<file path="config.mk">
export PLATFORM = sky130hd
export DESIGN_NAME = p2s_s2p_link_param
export DESIGN_NICKNAME = d
export VERILOG_FILES = /design/src/rtl/p2s_s2p_link_param.sv
export SDC_FILE = /design/constraint.sdc
export NUM_CORES = 1
export LEC_CHECK = 0
export ABC_AREA = 1
export CAP_MARGIN = 20
export CELL_PAD_IN_SITES_DETAIL_PLACEMENT = 1
export CELL_PAD_IN_SITES_GLOBAL_PLACEMENT = 1
export CORE_ASPECT_RATIO = 1.25
export CORE_UTILIZATION = 35
export CTS_BUF_LIST = sky130_fd_sc_hd__clkbuf_2
export CTS_CLUSTER_DIAMETER = 200
export DETAILED_ROUTE_END_ITERATION = 7
export GPL_ROUTABILITY_DRIVEN = 0
export PLACE_DENSITY_LB_ADDON = 0.05
export SYNTH_ARGS = -nofsm -noshare
export SYNTH_HDL_FRONTEND = slang
export SYNTH_SLANG_ARGS = --single-unit
</file>
<file path="constraint.sdc">
create_clock -name IN_CLK -period 4.4 [get_ports IN_CLK]
set_clock_uncertainty 0.15 [all_clocks]
set_input_delay 0.88 -clock IN_CLK [delete_from_list [all_inputs] [get_ports IN_CLK]]
set_output_delay 0.88 -clock IN_CLK [all_outputs]
set_load 0.02 [all_outputs]
</file>
<file path="src/rtl/p2s_s2p_link_param.sv">
// LANES x WIDTH serializer/deserializer: K-flag framed symbols out, idle-aligned word reassembly in.
// TX accepts one word per F=WIDTH+1 cycles via OUT_READY; loopback word returns F+1 cycles after accept; RX never backpressures.
module p2s_s2p_link_param #(
   parameter int               LANES    = 4,
   parameter int               WIDTH    = 8,
   parameter logic [WIDTH-1:0] IDLE_SYM = 8'hBC,
   parameter int               SYNC_CNT = 4
) (
   input  logic                   IN_CLK,
   input  logic                   IN_RESET,
   input  logic [LANES*WIDTH-1:0] IN_DATA,
   input  logic                   IN_VALID,
   output logic                   OUT_READY,
   input  logic                   IN_ENB_TX,
   input  logic                   IN_ENB_RX,
   input  logic                   IN_MSB_FIRST,
   output logic [LANES-1:0]       OUT_SER,
   input  logic [LANES-1:0]       IN_SER,
   output logic [LANES*WIDTH-1:0] OUT_DATA,
   output logic                   OUT_VALID,
   output logic                   OUT_ALIGNED,
   output logic                   OUT_ERR
);

   localparam int F  = WIDTH + 1;
   localparam int CW = (F > 1) ? $clog2(F) : 1;
   localparam int MW = $clog2(SYNC_CNT + 1);
   localparam logic [CW-1:0] LAST      = CW'(F - 1);
   localparam logic [MW-1:0] SYNC_LAST = MW'(SYNC_CNT - 1);

   typedef enum logic [1:0] {HUNT, CHECK, LOCKED} state_t;

   function automatic logic [WIDTH-1:0] bit_rev(input logic [WIDTH-1:0] v);
      logic [WIDTH-1:0] r;
      for (int b = 0; b < WIDTH; b++) r[b] = v[WIDTH-1-b];
      return r;
   endfunction

   // Frame bit F-1 goes out first, so the payload is stored pre-ordered for the wire.
   function automatic logic [F-1:0] mk_frame(input logic k, input logic [WIDTH-1:0] pay,
                                             input logic msb);
      return {k, msb ? pay : bit_rev(pay)};
   endfunction

   // ---------------- TX ----------------
   logic [CW-1:0]             tx_cnt_q, tx_cnt_d;
   logic [LANES-1:0][F-1:0]   tx_sh_q, tx_sh_d;
   logic                      tx_xfer;

   assign OUT_READY = IN_ENB_TX && (tx_cnt_q == LAST);
   assign tx_xfer   = IN_VALID && OUT_READY;

   always_comb begin
      tx_cnt_d = tx_cnt_q;
      tx_sh_d  = tx_sh_q;
      if (!IN_ENB_TX) begin
         tx_cnt_d = LAST;
         tx_sh_d  = '0;
      end else if (tx_cnt_q == LAST) begin
         tx_cnt_d = '0;
         for (int i = 0; i < LANES; i++)
            tx_sh_d[i] = mk_frame(!tx_xfer, tx_xfer ? IN_DATA[i*WIDTH +: WIDTH] : IDLE_SYM,
                                  IN_MSB_FIRST);
      end else begin
         tx_cnt_d = tx_cnt_q + 1'b1;
         for (int i = 0; i < LANES; i++)
            tx_sh_d[i] = {tx_sh_q[i][F-2:0], 1'b0};
      end
   end

   always_comb begin
      OUT_SER = '0;
      for (int i = 0; i < LANES; i++) OUT_SER[i] = tx_sh_q[i][F-1];
   end

   // ---------------- RX ----------------
   state_t                    st_q, st_d;
   logic [LANES-1:0][F-1:0]   rx_win_q, rx_win_d;
   logic [CW-1:0]             rx_cnt_q, rx_cnt_d;
   logic [MW-1:0]             match_q, match_d;
   logic [LANES*WIDTH-1:0]    data_q, data_d, rx_pay;
   logic                      vld_q, vld_d, err_q, err_d, aln_q, aln_d;
   logic                      all_idle, all_data, boundary;

   always_comb begin
      rx_pay   = '0;
      all_idle = 1'b1;
      all_data = 1'b1;
      for (int i = 0; i < LANES; i++) begin
         rx_pay[i*WIDTH +: WIDTH] = IN_MSB_FIRST ? rx_win_q[i][WIDTH-1:0]
                                                 : bit_rev(rx_win_q[i][WIDTH-1:0]);
         if (!rx_win_q[i][F-1]) all_idle = 1'b0;
         if (rx_win_q[i][F-1])  all_data = 1'b0;
         if ((IN_MSB_FIRST ? rx_win_q[i][WIDTH-1:0] : bit_rev(rx_win_q[i][WIDTH-1:0]))
             != IDLE_SYM)
            all_idle = 1'b0;
      end
   end

   assign boundary = (rx_cnt_q == LAST);

   always_comb begin
      st_d     = st_q;
      rx_win_d = rx_win_q;
      rx_cnt_d = rx_cnt_q;
      match_d  = match_q;
      data_d   = data_q;
      vld_d    = 1'b0;
      err_d    = 1'b0;
      if (!IN_ENB_RX) begin
         st_d     = HUNT;
         rx_win_d = '0;
         rx_cnt_d = '0;
         match_d  = '0;
      end else begin
         for (int i = 0; i < LANES; i++)
            rx_win_d[i] = {rx_win_q[i][F-2:0], IN_SER[i]};
         rx_cnt_d = boundary ? '0 : rx_cnt_q + 1'b1;
         case (st_q)
            HUNT: begin
               // Any all-idle window pins the frame phase; the count restarts here.
               if (all_idle) begin
                  st_d     = CHECK;
                  rx_cnt_d = '0;
                  match_d  = MW'(1);
               end
            end
            CHECK: begin
               if (boundary) begin
                  if (all_idle) begin
                     match_d = match_q + 1'b1;
                     if (match_q == SYNC_LAST) st_d = LOCKED;
                  end else begin
                     st_d = HUNT;
                  end
               end
            end
            LOCKED: begin
               if (boundary) begin
                  if (all_data) begin
                     data_d = rx_pay;
                     vld_d  = 1'b1;
                  end else if (!all_idle) begin
                     err_d = 1'b1;
                     st_d  = HUNT;
                  end
               end
            end
            default: st_d = HUNT;
         endcase
      end
      aln_d = (st_d == LOCKED);
   end

   always_ff @(posedge IN_CLK) begin
      if (!IN_RESET) begin
         tx_cnt_q <= LAST;
         tx_sh_q  <= '0;
         st_q     <= HUNT;
         rx_win_q <= '0;
         rx_cnt_q <= '0;
         match_q  <= '0;
         data_q   <= '0;
         vld_q    <= 1'b0;
         err_q    <= 1'b0;
         aln_q    <= 1'b0;
      end else begin
         tx_cnt_q <= tx_cnt_d;
         tx_sh_q  <= tx_sh_d;
         st_q     <= st_d;
         rx_win_q <= rx_win_d;
         rx_cnt_q <= rx_cnt_d;
         match_q  <= match_d;
         data_q   <= data_d;
         vld_q    <= vld_d;
         err_q    <= err_d;
         aln_q    <= aln_d;
      end
   end

   assign OUT_DATA    = data_q;
   assign OUT_VALID   = vld_q;
   assign OUT_ERR     = err_q;
   assign OUT_ALIGNED = aln_q;

endmodule

</file>
### Word-level counts from Yosys, hierarchy flattened

Cells that the tools add are included.

* bits in registers: 120
* output and inout port bits: 40

* add/subtract/negate cells: 3
* equality and inequality tests: 13
* muxes and demuxes: 44
* bitwise operators: 5
* reduce and logical (&&, ||, !) cells: 13

Operators by type and width (count)
* 2-to-1 mux 8 bit: 12
* 2-to-1 mux 36 bit: 1
* inequality test 8 bit (second input constant): 4
* 2-to-1 mux 2 bit: 8
* 2-to-1 mux 4 bit: 4
* 2-to-1 mux 1 bit: 14
* AND reduction 4 bit: 3
* 2-to-1 mux 3 bit: 3
* adder 4 x 1 -> 4 bit (second input constant): 2
* == test 4 bit (second input constant): 2
* inequality test 2 bit (second input constant): 3
* case mux 2 bit (3 select lines): 1
* case mux 3 bit (2 select lines): 1
* NOT 1 bit: 5
* OR reduction 5 bit: 1
* == test 2 bit (second input constant): 2
* AND reduction 2 bit: 2
* adder 3 x 1 -> 3 bit (second input constant): 1
* == test 3 x 2 -> 1 bit (second input constant): 1
* AND reduction 3 bit: 1
* OR reduction 3 bit: 1
* == test 2 x 1 -> 1 bit (second input constant): 1
* logical AND 1 bit: 2
* logical NOT 2 bit: 1
* other kinds (2): 2

### Depth between registers and ports, before layout

Gate-level depths: netlist of run 1.

* depth in word-level cells: 15
* mapped depth: 15
* depth with buffers taken out: 13

### Worst setup path after synthesis of run 1

OpenSTA, ideal clock, no wires.

* path type: in2out
* from: in IN_ENB_TX
* to: out OUT_READY
* arrival: 1.236 ns
* setup slack: 2.134 ns
* stages on the path: 2
* cells stage by stage: inv_1 nor2_1

* cells in the longest elaborated chain, start to end: 1

Ends and longest elaborated chain
* start, declared: line 14 `input logic IN_ENB_TX,`
* logical AND 1 bit: line 50 `assign OUT_READY = IN_ENB_TX && (tx_cnt_q == LAST);`
* end, declared: line 13 `output logic OUT_READY,`

No other way between the ends.

### Worst setup path after layout of run 1

* from: reg tx_cnt_q[0]
* to: out OUT_READY

* cells in the longest elaborated chain, start to end: 2

Ends and longest elaborated chain
* start, declared: line 46 `logic [CW-1:0] tx_cnt_q, tx_cnt_d;`
* start signal, assigned: line 168 `tx_cnt_q <= tx_cnt_d;`
* == test 4 bit: line 50
* logical AND 1 bit: line 50

No other way between the ends.

==> flow_metrics.env, run 1 <==
export IMPL_final_common_cell="nand2_1"
export IMPL_endpoint_kind="primary output"
export IMPL_remaining_drc_errors=7
export IMPL_ys_ff_latch=120
export IMPL_start_util_pct=36.2
export IMPL_crit_type="flop to primary output"
export IMPL_yosys_warnings=0
export IMPL_ios=82
export IMPL_route_detailed_wl_per_inst_um=14.9
export IMPL_synthCells=727
export IMPL_fill_cells=1833
export IMPL_path_cells="inv_1, ha_1, nand2_2, nor2_1, clkdlybuf4s50_1"
export IMPL_cts_htree_levels=4
export IMPL_violations="DRC"
export IMPL_cp_top_family="buffers and inverters"
export IMPL_path_clk_slew_ns=0.18
export IMPL_slew_headroom_pct=50.1
export IMPL_crit_path_start_kind="flop"
export IMPL_critPathBufInv=2
export IMPL_cts_root_buf="clkbuf_2"
export IMPL_grt_pass1_vias=5120
export IMPL_path_max_fanout=37
export IMPL_p_leak_nw=2.38
export IMPL_antenna_found_initial=1
export IMPL_rsz0062_at_grt="no"
export IMPL_ys_types=34
export IMPL_globalRouteOverflowTotal=0
export IMPL_post_route_period_util_pct=82.1
export IMPL_cts_resized=0
export IMPL_fin_nets=839
export IMPL_cts_tree="yes"
export IMPL_final_util_pct=43.6
export IMPL_grt_first_pass_wirelength_mm=24.4
export IMPL_fmax_mhz=277
export IMPL_hold_class="flop to flop"
export IMPL_layout_common_cells="nand2_1 (132), dfxtp_1 (120), nor2_1 (99), inv_1 (85), clkdlybuf4s50_1 (80)"
export IMPL_fin_crit_ns=3.61
export IMPL_ant_nets=0
export IMPL_syn_area_sq_mm=0.00527
export IMPL_dieArea_sq_mm=0.0155
export IMPL_finalSetupViolCount=0
export IMPL_cts_buffers=17
export IMPL_grt_max_degree=50
export IMPL_ys_flop_type="dfxtp_1"
export IMPL_drive_gt1_share_pct=8.08
export IMPL_dr_pass1_iters=6
export IMPL_yosysSeqAreaShare_pct=45.6
export IMPL_critPathArrivalTime_ns=2.58
export IMPL_io_buffers=81
export IMPL_rows=49
export IMPL_clock_sinks=120
export IMPL_die_x_um=112
export IMPL_first_iter_violations=138
export IMPL_maxCapViolations=0
export IMPL_cts_setup_buffers=0
export IMPL_die_h_um=139
export IMPL_dp_hpwl_mm=10.4
export IMPL_tightest_slew_ns=0.746
export IMPL_avgSynthCellArea_sq_um=7.24
export IMPL_syn_nets=775
export IMPL_status="complete, but fails checks"
export IMPL_cts_max_path_buffers=2
export IMPL_p_per_area_mw_per_mm2=328
export IMPL_synth_edf_count=0
export IMPL_hold_buffers=0
export IMPL_via_per_inst=4.90
export IMPL_vias=4813
export IMPL_setup_tns_ns=0
export IMPL_clk_latency_ns=0.70
export IMPL_async_flop_share_pct=0
export IMPL_fp_coreArea_sq_mm=0.0145
export IMPL_slew_violations=0
export IMPL_totalWireLength_mm=14.6
export IMPL_syn_to_final_growth_pct=20.4
export IMPL_cpMaxStageDelayCell="clkdlybuf4s50_1"
export IMPL_grt_usage_pct=20.0
export IMPL_required_ns=3.37
export IMPL_vdd_drop_max_v=0.000144
export IMPL_hold_violations=0
export IMPL_max_stage_delay_ns=0.64
-- where the power goes --
part / internal, mW / total (mW) / leakage (nW) / switching, mW
Clock: 0.380 / 0.789 / 0.165 / 0.409
Sequential: 1.11 / 1.12 / 0.973 / 0.00745
Combinational: 0.0673 / 0.174 / 1.25 / 0.107
-- metrics by stage --
step,power (mW),area [sq um],hold WS [ns],std cells,worst slack [ns]
after CTS,2.11,6340,0.305,982,0.660
after floorplan,1.25,5270,0.272,727,2.13
after global placement,1.31,6080,0.282,950,1.15
after detailed placement,1.31,6080,0.284,950,1.08
after global routing,2.17,6340,0.323,983,0.518
final,2.08,6340,0.300,983,0.789
-- cell usage after synthesis (all sizes together), types with 6 or more instances --
master / n / area share (%)
ha: 6 / 1.4
nand3: 42 / 4.2
nand2: 135 / 9.8
a21oi: 49 / 4.7
clkbuf: 22 / 1.6
buf: 22 / 3.7
nor3: 6 / 0.88
inv: 91 / 6.5
nor2: 104 / 8.0
dfxtp: 120 / 46
o21ai: 89 / 8.5
or2: 23 / 2.7
-- worst register-to-register path, stage by stage, from the launching register on --
cell and delay [ns]:
dfxtp_1 0.37, inv_1 0.06, ha_1 0.15, nand2_2 0.43, nor3_4 0.66, inv_2 0.29
or2_2 0.36, o21ai_0 0.16, o21ai_0 0.11
-- cells by family after synthesis --
logic type,count (synthesis),synth area share [%]
AO/OA/AOI/OAI,148,14.5
adder cells (fa/ha/maj),6,1.43
XOR/XNOR,3,0.499
flip-flops,120,45.6
buffers and inverters,136,11.9
AND/OR/NAND/NOR,314,26.1
-- layout make-up --
| class | count | area [sq um] | share of cell area [%] |
|---|---|---|---|
| clock inverter | 10 | 151 | 2.39 |
| inverter | 92 | 348 | 5.49 |
| tap | 178 | 223 | 3.51 |
| timing repair buffer | 89 | 866 | 13.7 |
| sequential | 120 | 2400 | 37.9 |
| clock buffer | 22 | 110 | 1.74 |
| multi-input combinational | 471 | 2240 | 35.3 |
| antenna | 1 | 2.50 | 0.0395 |
-- routing by layer --
metal  wire length (um)  vias up  track usage, %
met5                  0        -               0
met4                244        0            7.68
met3                472       20            4.02
met2               7920       74            38.7
met1               5980     2293            20.7
li1                   -     2426               -
-- state kept, by name, indices dropped and copies added, names as in the netlist --
| name | cells |
|---|---|
| st_q | 2 |
| OUT_ALIGNED | 1 |
| match_q | 3 |
| rx_win_q | 36 |
| tx_sh_q | 32 |
| OUT_DATA | 32 |
| rx_cnt_q | 4 |
| OUT_ERR | 1 |
| OUT_SER | 4 |
| tx_cnt_q | 4 |
| OUT_VALID | 1 |
-- path summary, 6_finish.rpt --
| kind | startpoint | end | slack [ns] | depth (start not counted) |
|---|---|---|---|---|
| min | rx_win_q[14]$_SDFF_PN0_ | rx_win_q[15]$_SDFF_PN0_ | 0.30 | 2 |
| max reg2reg | tx_cnt_q[0]$_SDFF_PP0_ | tx_sh_q[4]$_SDFF_PN0_ | 1.53 | 8 |
| max | tx_cnt_q[0]$_SDFF_PP0_ | OUT_READY | 0.79 | 5 |
| min reg2reg | rx_win_q[14]$_SDFF_PN0_ | rx_win_q[15]$_SDFF_PN0_ | 0.30 | 2 |
Note: power is estimated with default switching activity, not from simulation.
==> run 2, diff against run 1 <==
==> constraint.sdc (replaced) <==
create_clock -name IN_CLK -period 3.8 [get_ports IN_CLK]
set_clock_uncertainty 0.15 [all_clocks]
set_input_delay 0.76 -clock IN_CLK [delete_from_list [all_inputs] [get_ports IN_CLK]]
set_output_delay 0.76 -clock IN_CLK [all_outputs]
set_load 0.02 [all_outputs]
==> run 2 against run 1 <==
- global-route usage is 0.095 points lower
- highest routed layer unchanged
- critical endpoint unchanged
- routed wire length rose by 0.75%
- the run still ends with DRC left
- critical path type is now primary input to primary output
- sequential share of layout area is 0.22 points lower
- via count decreased by 1.1%
- first-iteration DRC count is 32% higher
- non-clock buffer count grew 2
- total power rose by 17%
==> flow_metrics.env, run 2 (synthesized netlist as in run 1, its figures left out) <==
export IMPL_largest_register_ffs=36
export IMPL_required_ns=2.89
export IMPL_syn_to_final_growth_pct=21.1
export IMPL_finalSetupViolCount=0
export IMPL_status="complete, but fails checks"
export IMPL_final_util_pct=43.9
export IMPL_critPathArrivalTime_ns=2.05
export IMPL_grt_pass1_vias=4987
export IMPL_violations="DRC"
export IMPL_first_iter_violations=182
export IMPL_post_route_period_util_pct=77.9
export IMPL_globalRouteOverflowTotal=0
export IMPL_p_total_mw=2.42
export IMPL_path_max_fanout=2
export IMPL_crit_type="primary input to primary output"
export IMPL_hold_ws_ns=0.306
export IMPL_rr_worst_depth=10
export IMPL_start_util_pct=36.2
export IMPL_slew_headroom_pct=59.8
export IMPL_dieArea_sq_mm=0.0155
export IMPL_cts_setup_buffers=0
export IMPL_ant_nets=0
export IMPL_maxCapViolations=0
export IMPL_dp_hpwl_mm=10.4
export IMPL_p_per_area_mw_per_mm2=380
export IMPL_preCtsSetupSlack_ns=0.749
export IMPL_hold_buffers=0
export IMPL_path_clk_slew_ns=0.17
export IMPL_tightest_slew_ns=0.602
export IMPL_setup_tns_ns=0
export IMPL_totalWireLength_mm=14.7
export IMPL_layout_common_cells="nand2_1 (132), dfxtp_1 (120), nor2_1 (99), inv_1 (85), clkdlybuf4s50_1 (80)"
export IMPL_vdd_drop_max_v=0.000171
export IMPL_grt_usage_pct=19.9
export IMPL_fmax_mhz=338
export IMPL_clock_sinks=120
export IMPL_antenna_found_initial=1
export IMPL_via_per_inst=4.83
export IMPL_ios=82
export IMPL_cts_tree="yes"
export IMPL_drive_gt1_share_pct=8.44
export IMPL_hold_class="flop to flop"
export IMPL_slew_violations=0
export IMPL_final_common_cell="nand2_1"
export IMPL_fp_coreArea_sq_mm=0.0145
export IMPL_cts_htree_levels=4
export IMPL_p_leak_nw=2.41
export IMPL_cts_root_buf="clkbuf_2"
export IMPL_crit_path_start_kind="primary input"
export IMPL_grt_first_pass_wirelength_mm=24.2
export IMPL_worst_slack_ns=0.841
export IMPL_remaining_drc_errors=7
export IMPL_cts_resized=0
export IMPL_dr_pass1_iters=7
export IMPL_rows=49
export IMPL_hold_violations=0
export IMPL_fin_nets=841
export IMPL_clk_latency_ns=0.70
export IMPL_fin_crit_ns=2.96
export IMPL_die_x_um=112
export IMPL_vias=4760
export IMPL_cts_buffers=17
export IMPL_rsz0062_at_grt="no"
export IMPL_endpoint_kind="primary output"
export IMPL_io_buffers=81
export IMPL_route_detailed_wl_per_inst_um=14.9
export IMPL_die_h_um=139
export IMPL_cts_max_path_buffers=2
export IMPL_grt_max_degree=66
export IMPL_top_register="rx_win_q"
export IMPL_hold_depth=2
[run 2: cell types whose count changed in the layout (fill, tap and decap cells not counted), sizes merged]
cell	before	now
clkinvlp	1	0
clkinv	6	11
buf	9	11
clkbuf	22	18
[run 2: final timing paths]
kind	start	endpoint	slack, ns
max	IN_ENB_TX	OUT_READY	0.84
min reg2reg	OUT_DATA[2]$_SDFFE_PN0P_	OUT_DATA[2]$_SDFFE_PN0P_	0.31
max reg2reg	tx_cnt_q[0]$_SDFF_PP0_	tx_sh_q[22]$_SDFF_PN0_	1.46
min	OUT_DATA[2]$_SDFFE_PN0P_	OUT_DATA[2]$_SDFFE_PN0P_	0.31
[run 2: routing by layer]
| layer | GRT usage (%) | vias up | wire (um) |
|---|---|---|---|
| li1 | - | 2424 | - |
| met1 | 21.9 | 2248 | 6180 |
| met2 | 36.8 | 75 | 7980 |
| met3 | 4.02 | 13 | 423 |
| met4 | 7.89 | 0 | 138 |
| met5 | 0 | - | 0 |
[run 2: worst max-delay path, cell delays in order]
cell             delay, ns
clkdlybuf4s50_1       0.49
inv_1                 0.08
nor2_1                0.11
clkdlybuf4s50_1       0.61
[run 2: area by class of cell]
cell class,count,area (sq um)
diodes,1,2.50
inverters,92,348
repair buffers,91,893
multi-input cells,471,2240
clock inverters,14,181
clock buffers,18,90.1
flip-flops and latches,120,2400
well taps,178,223
fillers,1866,8150
[run 2: where the power goes]
group	total (mW)	internal, mW	switching [mW]	leakage [nW]
sequential	1.29	1.28	0.00861	0.973
clock	0.925	0.430	0.495	0.171
combinational	0.206	0.0818	0.125	1.26
[run 2: metrics by stage]
stage	std cells	cell area (sq um)
detailed placement	952	6100
global route	985	6380
global placement	952	6100
floorplan	727	5270
CTS	984	6370
finish	985	6380
==> run 3, diff against run 2 <==
==> constraint.sdc (replaced) <==
create_clock -name IN_CLK -period 2.86 [get_ports IN_CLK]
set_clock_uncertainty 0.15 [all_clocks]
set_input_delay 0.572 -clock IN_CLK [delete_from_list [all_inputs] [get_ports IN_CLK]]
set_output_delay 0.572 -clock IN_CLK [all_outputs]
set_load 0.02 [all_outputs]
==> run 3 against run 2 <==
- combinational power grew 38%
- first-iteration DRC count is 6.6% higher
- the run still ends with DRC left
- clock power grew 11%
- highest routed layer unchanged
- via count grew 2.2%
- sequential cell count is the same
- largest cell class unchanged
- design area up 0.41%
- routed wire length shrank 0.30%
==> flow_metrics.env, run 3 (synthesized netlist as in run 1, its figures left out) <==
export IMPL_path_cells="inv_1, ha_1, nand2_4, nor2_1, dlygate4sd2_1"
export IMPL_path_max_fanout=13
export IMPL_via_per_inst=4.91
export IMPL_top_layer_used="met4"
export IMPL_ios=82
export IMPL_crit_path_start_kind="flop"
export IMPL_final_common_cell="nand2_1"
export IMPL_crit_type="flop to primary output"
export IMPL_cpMaxStageDelayCell="dfxtp_1"
export IMPL_clk_latency_ns=0.71
export IMPL_cts_buffers=17
export IMPL_ant_nets=0
export IMPL_finalSetupViolCount=0
export IMPL_worst_r2r_setup_slack_ns=0.69
export IMPL_maxCapViolations=0
export IMPL_start_util_pct=36.2
export IMPL_r2r_start="rx_cnt_q[0]$_SDFF_PN0_"
export IMPL_dieArea_sq_mm=0.0155
export IMPL_rsz0062_at_grt="no"
export IMPL_cts_tree="yes"
export IMPL_antenna_found_initial=1
export IMPL_status="complete, but fails checks"
export IMPL_grt_usage_pct=19.9
export IMPL_grt_pass1_vias=5062
export IMPL_fmax_mhz=374
export IMPL_fin_crit_ns=2.68
export IMPL_endpoint_kind="primary output"
export IMPL_post_route_period_util_pct=93.6
export IMPL_hold_ws_ns=0.217
export IMPL_setup_tns_ns=0
export IMPL_drt_met1_wl_mm=6.12
export IMPL_dr_pass1_iters=6
export IMPL_path_clk_slew_ns=0.18
export IMPL_dp_hpwl_mm=10.6
export IMPL_p_total_mw=3.03
export IMPL_rows=49
export IMPL_remaining_drc_errors=7
export IMPL_route_met2_wl_mm=7.83
export IMPL_totalWireLength_mm=14.7
export IMPL_slew_headroom_pct=66.8
export IMPL_drive_gt1_share_pct=8.74
export IMPL_fp_coreArea_sq_mm=0.0145
export IMPL_critPathArrivalTime_ns=1.96
export IMPL_critPathLaunch="tx_cnt_q[0]$_SDFF_PP0_"
export IMPL_max_stage_delay_ns=0.42
export IMPL_io_buffers=81
export IMPL_fin_nets=847
export IMPL_dp_cells=958
export IMPL_wl_met3_um=469
export IMPL_p_leak_nw=2.42
export IMPL_grt_first_pass_wirelength_mm=24.4
export IMPL_worstHoldStart="IN_SER[0]"
export IMPL_required_ns=2.14
export IMPL_layout_common_cells="nand2_1 (132), dfxtp_1 (120), nor2_1 (99), inv_1 (85), clkdlybuf4s50_1 (79)"
export IMPL_hold_violations=0
export IMPL_cts_max_path_buffers=2
export IMPL_die_h_um=139
export IMPL_hold_class="primary input to flop"
export IMPL_vdd_drop_max_v=0.000225
export IMPL_top_register="rx_win_q"
export IMPL_die_x_um=112
export IMPL_largest_register_ffs=36
export IMPL_slew_violations=0
export IMPL_globalRouteOverflowTotal=0
export IMPL_p_per_area_mw_per_mm2=473
export IMPL_stdcell_count=991
export IMPL_final_util_pct=44.1
export IMPL_cts_root_buf="clkbuf_2"
export IMPL_vias=4867
export IMPL_syn_to_final_growth_pct=21.6
export IMPL_violations="DRC"
export IMPL_grt_max_degree=47
export IMPL_cts_htree_levels=4
export IMPL_hold_buffers=0
export IMPL_clock_sinks=120
export IMPL_tightest_slew_ns=0.498
export IMPL_route_detailed_wl_per_inst_um=14.8
export IMPL_first_iter_violations=194
## run 3: cell count changes in the layout (fill, tap and decap cells not counted), moves of 3 or more
cell      previous run  this run
clkinv_2             7         4
clkbuf_2            18        21
clkinv_1             1         4
clkinv_4             3         0
buf_12               1         4
buf_4                9        12
## run 3: repair_timing
action | in CTS | in global routing
resized for setup | 1 | 1
endpoints found under the setup margin | 1 | 1
endpoints found under the hold margin | 0 | 0
setup buffers | 0 | 0
## run 3: path summary, 6_finish.rpt
path | to | cells past startpoint
setup / recovery | OUT_READY | 5
hold / removal | rx_win_q[0]$_SDFF_PN0_ | 3
setup reg to reg | OUT_DATA[14]$_SDFFE_PN0P_ | 10
hold reg to reg | rx_win_q[24]$_SDFF_PN0_ | 2
## run 3: per-stage QoR
stage	area [sq um]	setup WS, ns
finish	6400	0.183
global route	6400	0.0354
CTS	6400	0.0219
detailed placement	6190	0.235
global placement	6190	0.274
floorplan	5270	0.924
## run 3: critical path: cells and delay by family, from the launching register on
family	cells	cell delay (ns)
DFF	1	0.42
buffers and inverters	2	0.39
adders and majority gates	1	0.23
and+or+nand+nor	2	0.23
## run 3: layout make-up
| class | instances | area (sq um) |
|---|---|---|
| Antenna cell | 1 | 2.50 |
| Sequential cell | 120 | 2400 |
| Multi-Input combinational cell | 471 | 2240 |
| Inverter | 92 | 348 |
| Clock buffer | 21 | 105 |
| Tap cell | 178 | 223 |
| Fill cell | 1840 | 8130 |
| Timing Repair Buffer | 97 | 975 |
| Clock inverter | 11 | 106 |
## run 3: power breakdown
part           internal [mW]  switching, mW  total [mW]
sequential              1.71         0.0114        1.72
combinational          0.117          0.168       0.284
clock                  0.399          0.629        1.03
## run 3: metal layers
metal	track usage, %	up-vias
met1	21.6	2335
li1	-	2437
met5	0	-
met3	4.63	20
met2	36.8	75
met4	7.68	0
